## config.mk

```make
export PLATFORM = sky130hd
export DESIGN_NAME = i2c_req_arbiter
export DESIGN_NICKNAME = d
export VERILOG_FILES = /design/src/rtl/i2c_req_arbiter.sv
export SDC_FILE = /design/constraint.sdc
export NUM_CORES = 1
export LEC_CHECK = 0
export CAP_MARGIN = 20
export CORE_MARGIN = 8
export CORE_UTILIZATION = 40
export DETAILED_ROUTE_END_ITERATION = 8
export PLACE_DENSITY = 0.8
export SLEW_MARGIN = 20
export SYNTH_ARGS = -nofsm -noshare
export SYNTH_HDL_FRONTEND = slang
export SYNTH_SLANG_ARGS = --single-unit
```

## constraint.sdc

```tcl
create_clock -name clk -period 3 [get_ports clk]
set_clock_uncertainty 0.15 [all_clocks]
set_input_delay 0.6 -clock clk [delete_from_list [all_inputs] [get_ports clk]]
set_output_delay 0.6 -clock clk [all_outputs]
set_load 0.01 [all_outputs]
```

## src/rtl/i2c_req_arbiter.sv

```systemverilog
// i2c_req_arbiter
//   Shares one I2C master port among NUM_REQ requesters. A round-robin pick
//   in IDLE latches the winner's command into the m_* registers. Exactly one
//   start/done transaction runs on the master. The read data and ACK status
//   then return to the winner alone as a one-cycle done pulse.
//
//   Every output comes from a register, so no input reaches an output
//   combinationally.
//
//   Optional feature: define I2C_ARB_TIMEOUT_EN to build a watchdog on the WAIT
//   state. Without it, WAIT is unbounded and m_abort/rsp_timeout stay 0.
//
// Parameters
//   NUM_REQ        number of requesters (2..8)
//   TIMEOUT_CYCLES watchdog limit in WAIT (timeout build only)
//
// Ports
//   clk, rst                 clock, synchronous active-high reset
//   req/req_write            per-requester request level and direction (1 = write)
//   req_slave_addr           packed 7-bit slave addresses, requester i at [7i+6:7i]
//   req_addr/req_wdata       packed 8-bit register address / write data
//   gnt                      one-hot grant, held for the whole transaction
//   done                     one-cycle completion pulse to the granted requester
//   rsp_rdata/nack/timeout   response fields, valid with done, held afterwards
//   m_start/m_abort          one-cycle command / abort strobes to the master
//   m_write..m_wdata         latched command fields
//   m_busy/m_done/m_ack/m_rdata  status from the master
module i2c_req_arbiter #(
  parameter int NUM_REQ        = 4,
  parameter int TIMEOUT_CYCLES = 4096
) (
  input  logic                 clk,
  input  logic                 rst,
  input  logic [NUM_REQ-1:0]   req,
  input  logic [NUM_REQ-1:0]   req_write,
  input  logic [7*NUM_REQ-1:0] req_slave_addr,
  input  logic [8*NUM_REQ-1:0] req_addr,
  input  logic [8*NUM_REQ-1:0] req_wdata,
  output logic [NUM_REQ-1:0]   gnt,
  output logic [NUM_REQ-1:0]   done,
  output logic [7:0]           rsp_rdata,
  output logic                 rsp_nack,
  output logic                 rsp_timeout,
  output logic                 m_start,
  output logic                 m_write,
  output logic [6:0]           m_slave_addr,
  output logic [7:0]           m_addr,
  output logic [7:0]           m_wdata,
  output logic                 m_abort,
  input  logic                 m_busy,
  input  logic                 m_done,
  input  logic                 m_ack,
  input  logic [7:0]           m_rdata
);

  localparam int PW = $clog2(NUM_REQ);

  typedef enum logic [1:0] {S_IDLE, S_ISSUE, S_WAIT, S_RESP} state_t;

  state_t             state_q, state_d;
  logic [PW-1:0]      ptr_q, ptr_d, win_q, win_d;
  logic [NUM_REQ-1:0] gnt_q, gnt_d, done_q, done_d;
  logic               start_q, start_d;
  logic               wr_q, wr_d;
  logic [6:0]         sa_q, sa_d;
  logic [7:0]         ad_q, ad_d, wd_q, wd_d, rdata_q, rdata_d;
  logic               nack_q, nack_d, tmo_q, tmo_d;

  // Round-robin pick: walk from ptr upward with wrap-around. The loop runs
  // downward so that the candidate closest to ptr is the last one written.
  logic [PW:0]        rr_sum;
  logic [PW-1:0]      rr_idx, rr_win;

  always_comb begin : rr_pick
    rr_sum = '0;
    rr_idx = '0;
    rr_win = '0;
    for (int k = NUM_REQ - 1; k >= 0; k--) begin
      rr_sum = {1'b0, ptr_q} + (PW+1)'(k);
      if (rr_sum >= (PW+1)'(NUM_REQ)) rr_sum = rr_sum - (PW+1)'(NUM_REQ);
      rr_idx = rr_sum[PW-1:0];
      if (req[rr_idx]) rr_win = rr_idx;
    end
  end

  // Command fields and grant vector of the chosen requester.
  logic               sel_wr;
  logic [6:0]         sel_sa;
  logic [7:0]         sel_ad, sel_wd;
  logic [NUM_REQ-1:0] sel_onehot;

  always_comb begin : field_mux
    sel_wr     = 1'b0;
    sel_sa     = '0;
    sel_ad     = '0;
    sel_wd     = '0;
    sel_onehot = '0;
    for (int i = 0; i < NUM_REQ; i++) begin
      if (rr_win == PW'(i)) begin
        sel_wr        = req_write[i];
        sel_sa        = req_slave_addr[7*i +: 7];
        sel_ad        = req_addr[8*i +: 8];
        sel_wd        = req_wdata[8*i +: 8];
        sel_onehot[i] = 1'b1;
      end
    end
  end

`ifdef I2C_ARB_TIMEOUT_EN
  localparam int CW = $clog2(TIMEOUT_CYCLES + 1);
  logic [CW-1:0] cnt_q, cnt_d;
  logic          limit;

  // The abort strobe is decoded from the counter alone, which keeps it
  // registered. If m_done lands in that same cycle, the completion is still
  // reported as a normal one.
  assign limit   = (state_q == S_WAIT) && (cnt_q == CW'(TIMEOUT_CYCLES - 1));
  assign m_abort = limit;

  always_comb begin : wdog_next
    cnt_d = cnt_q;
    if (state_q == S_ISSUE)     cnt_d = '0;
    else if (state_q == S_WAIT) cnt_d = cnt_q + CW'(1);
  end

  always_ff @(posedge clk) begin
    if (rst) cnt_q <= '0;
    else     cnt_q <= cnt_d;
  end
`else
  // The timeout limit only matters in the watchdog build.
  logic unused_cfg;
  assign unused_cfg = (TIMEOUT_CYCLES > 0);
  assign m_abort    = 1'b0;
`endif

  always_comb begin : next_state
    state_d = state_q;
    ptr_d   = ptr_q;
    win_d   = win_q;
    gnt_d   = gnt_q;
    done_d  = '0;
    start_d = 1'b0;
    wr_d    = wr_q;
    sa_d    = sa_q;
    ad_d    = ad_q;
    wd_d    = wd_q;
    rdata_d = rdata_q;
    nack_d  = nack_q;
    tmo_d   = tmo_q;
    unique case (state_q)
      S_IDLE: begin
        if (|req) begin
          win_d   = rr_win;
          gnt_d   = sel_onehot;
          wr_d    = sel_wr;
          sa_d    = sel_sa;
          ad_d    = sel_ad;
          wd_d    = sel_wd;
          // The strobe is registered, so it fires one cycle after m_busy is low.
          start_d = ~m_busy;
          state_d = S_ISSUE;
        end
      end
      S_ISSUE: begin
        if (start_q) state_d = S_WAIT;
        else         start_d = ~m_busy;
      end
      S_WAIT: begin
        if (m_done) begin
          nack_d  = ~m_ack;
          rdata_d = wr_q ? 8'h00 : m_rdata;
          tmo_d   = 1'b0;
          done_d  = gnt_q;
          state_d = S_RESP;
        end
`ifdef I2C_ARB_TIMEOUT_EN
        else if (limit) begin
          nack_d  = 1'b1;
          rdata_d = 8'h00;
          tmo_d   = 1'b1;
          done_d  = gnt_q;
          state_d = S_RESP;
        end
`endif
      end
      S_RESP: begin
        gnt_d   = '0;
        ptr_d   = (win_q == PW'(NUM_REQ - 1)) ? '0 : win_q + PW'(1);
        state_d = S_IDLE;
      end
      default: state_d = S_IDLE;
    endcase
  end

  always_ff @(posedge clk) begin
    if (rst) begin
      state_q <= S_IDLE;
      ptr_q   <= '0;
      win_q   <= '0;
      gnt_q   <= '0;
      done_q  <= '0;
      start_q <= 1'b0;
      wr_q    <= 1'b0;
      sa_q    <= '0;
      ad_q    <= '0;
      wd_q    <= '0;
      rdata_q <= '0;
      nack_q  <= 1'b0;
      tmo_q   <= 1'b0;
    end else begin
      state_q <= state_d;
      ptr_q   <= ptr_d;
      win_q   <= win_d;
      gnt_q   <= gnt_d;
      done_q  <= done_d;
      start_q <= start_d;
      wr_q    <= wr_d;
      sa_q    <= sa_d;
      ad_q    <= ad_d;
      wd_q    <= wd_d;
      rdata_q <= rdata_d;
      nack_q  <= nack_d;
      tmo_q   <= tmo_d;
    end
  end

  assign gnt          = gnt_q;
  assign done         = done_q;
  assign m_start      = start_q;
  assign m_write      = wr_q;
  assign m_slave_addr = sa_q;
  assign m_addr       = ad_q;
  assign m_wdata      = wd_q;
  assign rsp_rdata    = rdata_q;
  assign rsp_nack     = nack_q;
  assign rsp_timeout  = tmo_q;

endmodule
```

Yosys cells after proc, flatten, opt, wreduce, memory -nomap -nowiden
Index checks and enable logic that the tools add are counted.
W data, S select, Z words.
{ "word_totals": {"regBits": 48, "in_bits": 113, "word_cells": 98} }
{ "classes": {"addsub": 8, "order_cmp": 8, "eq_ne": 10, "muxes": 47, "bitwise": 4, "n_reduce_logical": 9} }
{ "op_table": {"columns": ["op", "count"], "rows": [
  ["$mux W8", 9],
  ["$mux W7", 4],
  ["$mux W2", 12],
  ["$mux W1", 14],
  ["$lt A2 B3 Y1 const B", 4],
  ["$eq A2 B2 Y1 const B", 5],
  ["$ge A3 B3 Y1 const B", 3],
  ["$bmux W1 S2", 4],
  ["$pmux W2 S4", 1],
  ["$pmux W4 S2", 1],
  ["$sub A2 B1 Y2 const B", 4],
  ["$add A2 B2 Y3 const B", 2],
  ["$ne A2 B2 Y1 const B", 3],
  ["$reduce_and A2 Y1", 3],
  ["$eq A2 B1 Y1 const B", 2],
  ["$logic_not A2 Y1", 2],
  ["$mux W4", 1],
  ["$not A1 Y1", 4],
  ["$reduce_or A4 Y1", 1],
  ["$add A2 B1 Y3 const B", 1],
  ["$ge A2 B3 Y1 const B", 1],
  ["$reduce_and A3 Y1", 1],
  ["$reduce_or A3 Y1", 1],
  ["$add A2 B1 Y2 const B", 1],
  ["other kinds (2)", 2]
]} }

Depth between registers and ports, before layout
{ "depth": {"depth_word": 14, "mapped_depth": 9, "depth_no_buf": 7} }

Least setup slack after synthesis
No wires, ideal clock.
{ "synth_path": {"kind": "in2reg", "start": "in req[2]", "end": "reg ad_q[0] (netlist: m_addr[0])", "arrival_time_ps": 1903, "path_slack_ps": 803, "path_stages": 7, "path_cell_list": "nor2b_1 nor4b_4 or3_1 buf_4 buf_6 a211oi_2 nor4_2"} }
{ "synth_via": {"elab_chain_cells": 11} }
{ "synth_lines": {"columns": ["element", "line_no", "text"], "rows": [
  ["start: declaration", "34", "input logic [NUM_REQ-1:0] req,"],
  ["$bmux W1 S2", "82", "if (req[rr_idx]) rr_win = rr_idx;"],
  ["$mux W1 (implied by the code)", "82", null],
  ["$mux W2 (4 in a row)", "82", null],
  ["$logic_not A2 Y1", "99", "if (rr_win == PW'(i)) begin"],
  ["$mux W8 (4 in a row)", "99", null],
  ["end signal: assignment", "206", "ad_q <= '0;"],
  ["end signal: assignment", "220", "ad_q <= ad_d;"],
  ["end: declaration", "66", "logic [7:0] ad_q, ad_d, wd_q, wd_d, rdata_q, rdata_d;"]
]} }
Parallel ways exist; a longest one is shown, timed or not. The select of a mux whose other input is x is not followed.
A chain may end at the register's enable or synchronous reset.

Worst setup path after layout
{ "layout_path": {"start": "in req[2]", "end": "reg wd_q[4] (netlist: m_wdata[4])"} }
{ "layout_via": {"elab_chain_cells": 11} }
{ "layout_lines": {"columns": ["element", "line_no", "text"], "rows": [
  ["$bmux W1 S2", "82", null],
  ["$mux W1 (implied by the code)", "82", null],
  ["$mux W2 (4 in a row)", "82", null],
  ["$logic_not A2 Y1", "99", null],
  ["$mux W8 (4 in a row)", "99", null],
  ["end signal: assignment", "221", "wd_q <= wd_d;"],
  ["end: declaration", "66", null]
]} }
Parallel ways exist; a longest one is shown, timed or not. The select of a mux whose other input is x is not followed.

==> results by group <==
Outcome
  • Outcome: finished clean

Setup path
  • Data required, critical path: about 3000 ps
  • CP startpoint kind: primary input
  • Crit. End Element: register
  • Arrival @ worst endpoint: around 2700 ps
  • Critical Path Fanout Max: 26
  • Setup CP Type: primary input to register

Timing
  • Pins Over Slew Limit: 0
  • Final setup fails: 0
  • Fin crit share: 0.880
  • Worst slew pin tran: about 750 ps
  • Worst slew margin: 0.499
  • RSZ-0062 raised after global routing: false
  • Post-route minimum period: 2640 ps
  • Fmax achieved: around 380 MHz
  • Final hold vios: 0

Power
  • Pleak: roughly 1.6 nW
  • Max VDD drop: approximately 300 uV
  • Pwr Density: around 660 nW/um^2

Place
  • Area after DPL: between 4000 and 5000 sq um
  • Final HPWL DP: approximately 8000 microns
  • Final Wtd Congestion: 0.913
  • Placed cells: 556
  • IO Port Bufs: approximately 150

Clocking
  • Htree depth: 2
  • CTS Sinks: 48
  • Skew-Pair Late Insertion Delay: around 290 ps
  • Hold_buf cts: 0
  • PostCTS Resize Cnt: 0
  • CTS max path bufs: 2
  • Num CTS Buffers: 5
  • Clock slew at reported path FFs: around 90 ps
  • CTS tree: built
  • Clock Tree Root: clkbuf_8
  • Post-CTS setup buffer count: 0

Cells and area
  • Share of cells above drive strength 1: 0.172
  • Commonest cells after routing, fill and taps aside: 153 x clkdlybuf4s50_1, 48 x dfxtp_1, 36 x nor3b_1
  • Multi-input gate area: ~1800 sq um
  • FF/Latch Area: around 960 sq um
  • # diodes: 0
  • Fin nets: between 500 and 600
  • Layout area overhead: 59.2%
  • Filler Cells Inserted: 600
  • Finished Cell Area: approximately 4800 sq um
  • Most common cell after layout, fill and taps aside: clkdlybuf4s50_1
  • Non-filler cells, final: approximately 560

Global routing
  • First-pass GRT wire length: around 17000 microns
  • Largest net degree at the start of global routing: between 50 and 60
  • Grt ovf: 0
  • Total GRT Usage: 0.202
  • Vias in the first global route: 3164
  • Initial antenna violation count: 0

Synth
  • Post-synth cell types: 31
  • Sequential share of the synthesized area: 0.320
  • Syn_area_per_cell: between 9 and 10 sq um
  • Synthesized area: between 3000 and 4000 sq um
  • Synth Warn #: 0
  • Mapped Cells: between 300 and 400
  • Post-synthesis register bit count: 48

Routing
  • # DRC: 0
  • Routed vias/inst: 5.39
  • Routed Wire Length: 10600 microns
  • First drt pass iteration count: 4
  • Initial DRC count: 98
  • Detail Route Antenna Nets: 0
  • Wire per inst: 18.8 microns
  • Vias: between 3000 and 4000

Die
  • Die width: 103 microns
  • Initial core utilization: 0.414
  • Ports: about 160
  • Die ar.: 10500 sq um
  • Core ar.: 7250 sq um
  • Num rows: 31
  • Die Y: 103 microns

Worst hold path
  • HP Class: register to register

Run
  • Max cap viols: 0
[power breakdown]
part | switching [mW] | internal [mW]
registers | 0.118 | 0.820
clock network | 0.213 | 0.294
logic | 0.850 | 0.883
total | 1.18 | 2.00
[area by class of cell]
cell class,count,area share
clock buffers,7,0.0201
well taps,99,0.0259
flip-flops and latches,48,0.201
clock inverters,1,0.00627
multi-input cells,234,0.386
inverters,4,0.00314
repair buffers,171,0.358
[per-stage QoR]
| stage | setup slack (ps) | hold WS, ps | util | power [mW] | TNS [ps] |
|---|---|---|---|---|---|
| 5_1_grt | 273 | 361 | 0.660 | 3.38 | 0 |
| 2_1_floorplan | 803 | 290 | - | 1.97 | 0 |
| 4_1_cts | 377 | 325 | 0.660 | 3.20 | 0 |
| 6_report | 360 | 323 | 0.660 | 3.18 | 0 |
| 3_3_place_gp | -154 | 302 | 0.641 | 2.64 | -4070 |
| 3_5_place_dp | 82.5 | 312 | 0.642 | 2.68 | 0 |
[per-layer routing]
metal	GRT usage	routed length (microns)	vias up	share of wire
met4	0.0880	350	0	0.033
met1	0.232	4250	1448	0.40
met2	0.351	5390	86	0.51
met5	0	0	-	0
met3	0.0466	578	23	0.055
li1	-	-	1485	-
[path summary, 6_finish.rpt]
kind,from,end,slack (ps),depth (start not counted)
max,req[2],m_wdata[4],360,8
min,win_q[1],win_q[1],320,2
max reg2reg,ptr_q[1],m_addr[0],730,7
min reg2reg,win_q[1],win_q[1],320,2
[sequential cells by signal, indices dropped and copies added, names as in the netlist, 2 cells and up]
name / cells
m_slave_addr: 7
state_q: 2
m_addr: 8
ptr_q: 2
rsp_rdata: 8
done: 4
m_wdata: 8
gnt: 4
win_q: 2
[synth_stat cells, drive strengths merged]
master  instances  area (sq um)
nor3           27           135
o21ai           2          13.8
nor2b           5          31.3
nand2           8          30.0
nor3b          36           270
clkbuf         19          71.3
a32oi           2          17.5
dfxtp          48           961
nor4b           2          47.6
mux2i           2          20.0
nand2b         26           170
ha              5          62.6
a211oi         25           300
or2             1          6.26
o41ai          24           210
a21oi          15          75.1
conb            1          3.75
nor2           23          91.3
nor4           25           313
a221oi          1          8.76
buf            16           130
inv             4          15.0
nand3b          2          15.0
or3             1          6.26
[cells by family after synthesis]
| group | Yosys count | share of synthesized area |
|---|---|---|
| compound gates | 69 | 0.208 |
| flops | 48 | 0.320 |
| mux | 2 | 0.00666 |
| simple gates | 156 | 0.371 |
| fa+ha+maj | 5 | 0.0208 |
| other cells | 1 | 0.00125 |
| buf+inv | 39 | 0.0720 |
[critical path: stages]
cell	delay, ps
clkdlybuf4s50_1	510
nor2b_1	300
a211oi_4	140
buf_4	160
or2_2	310
buf_4	260
a211oi_2	290
nor4_2	70
No activity file was read; power rests on OpenSTA's default activity.
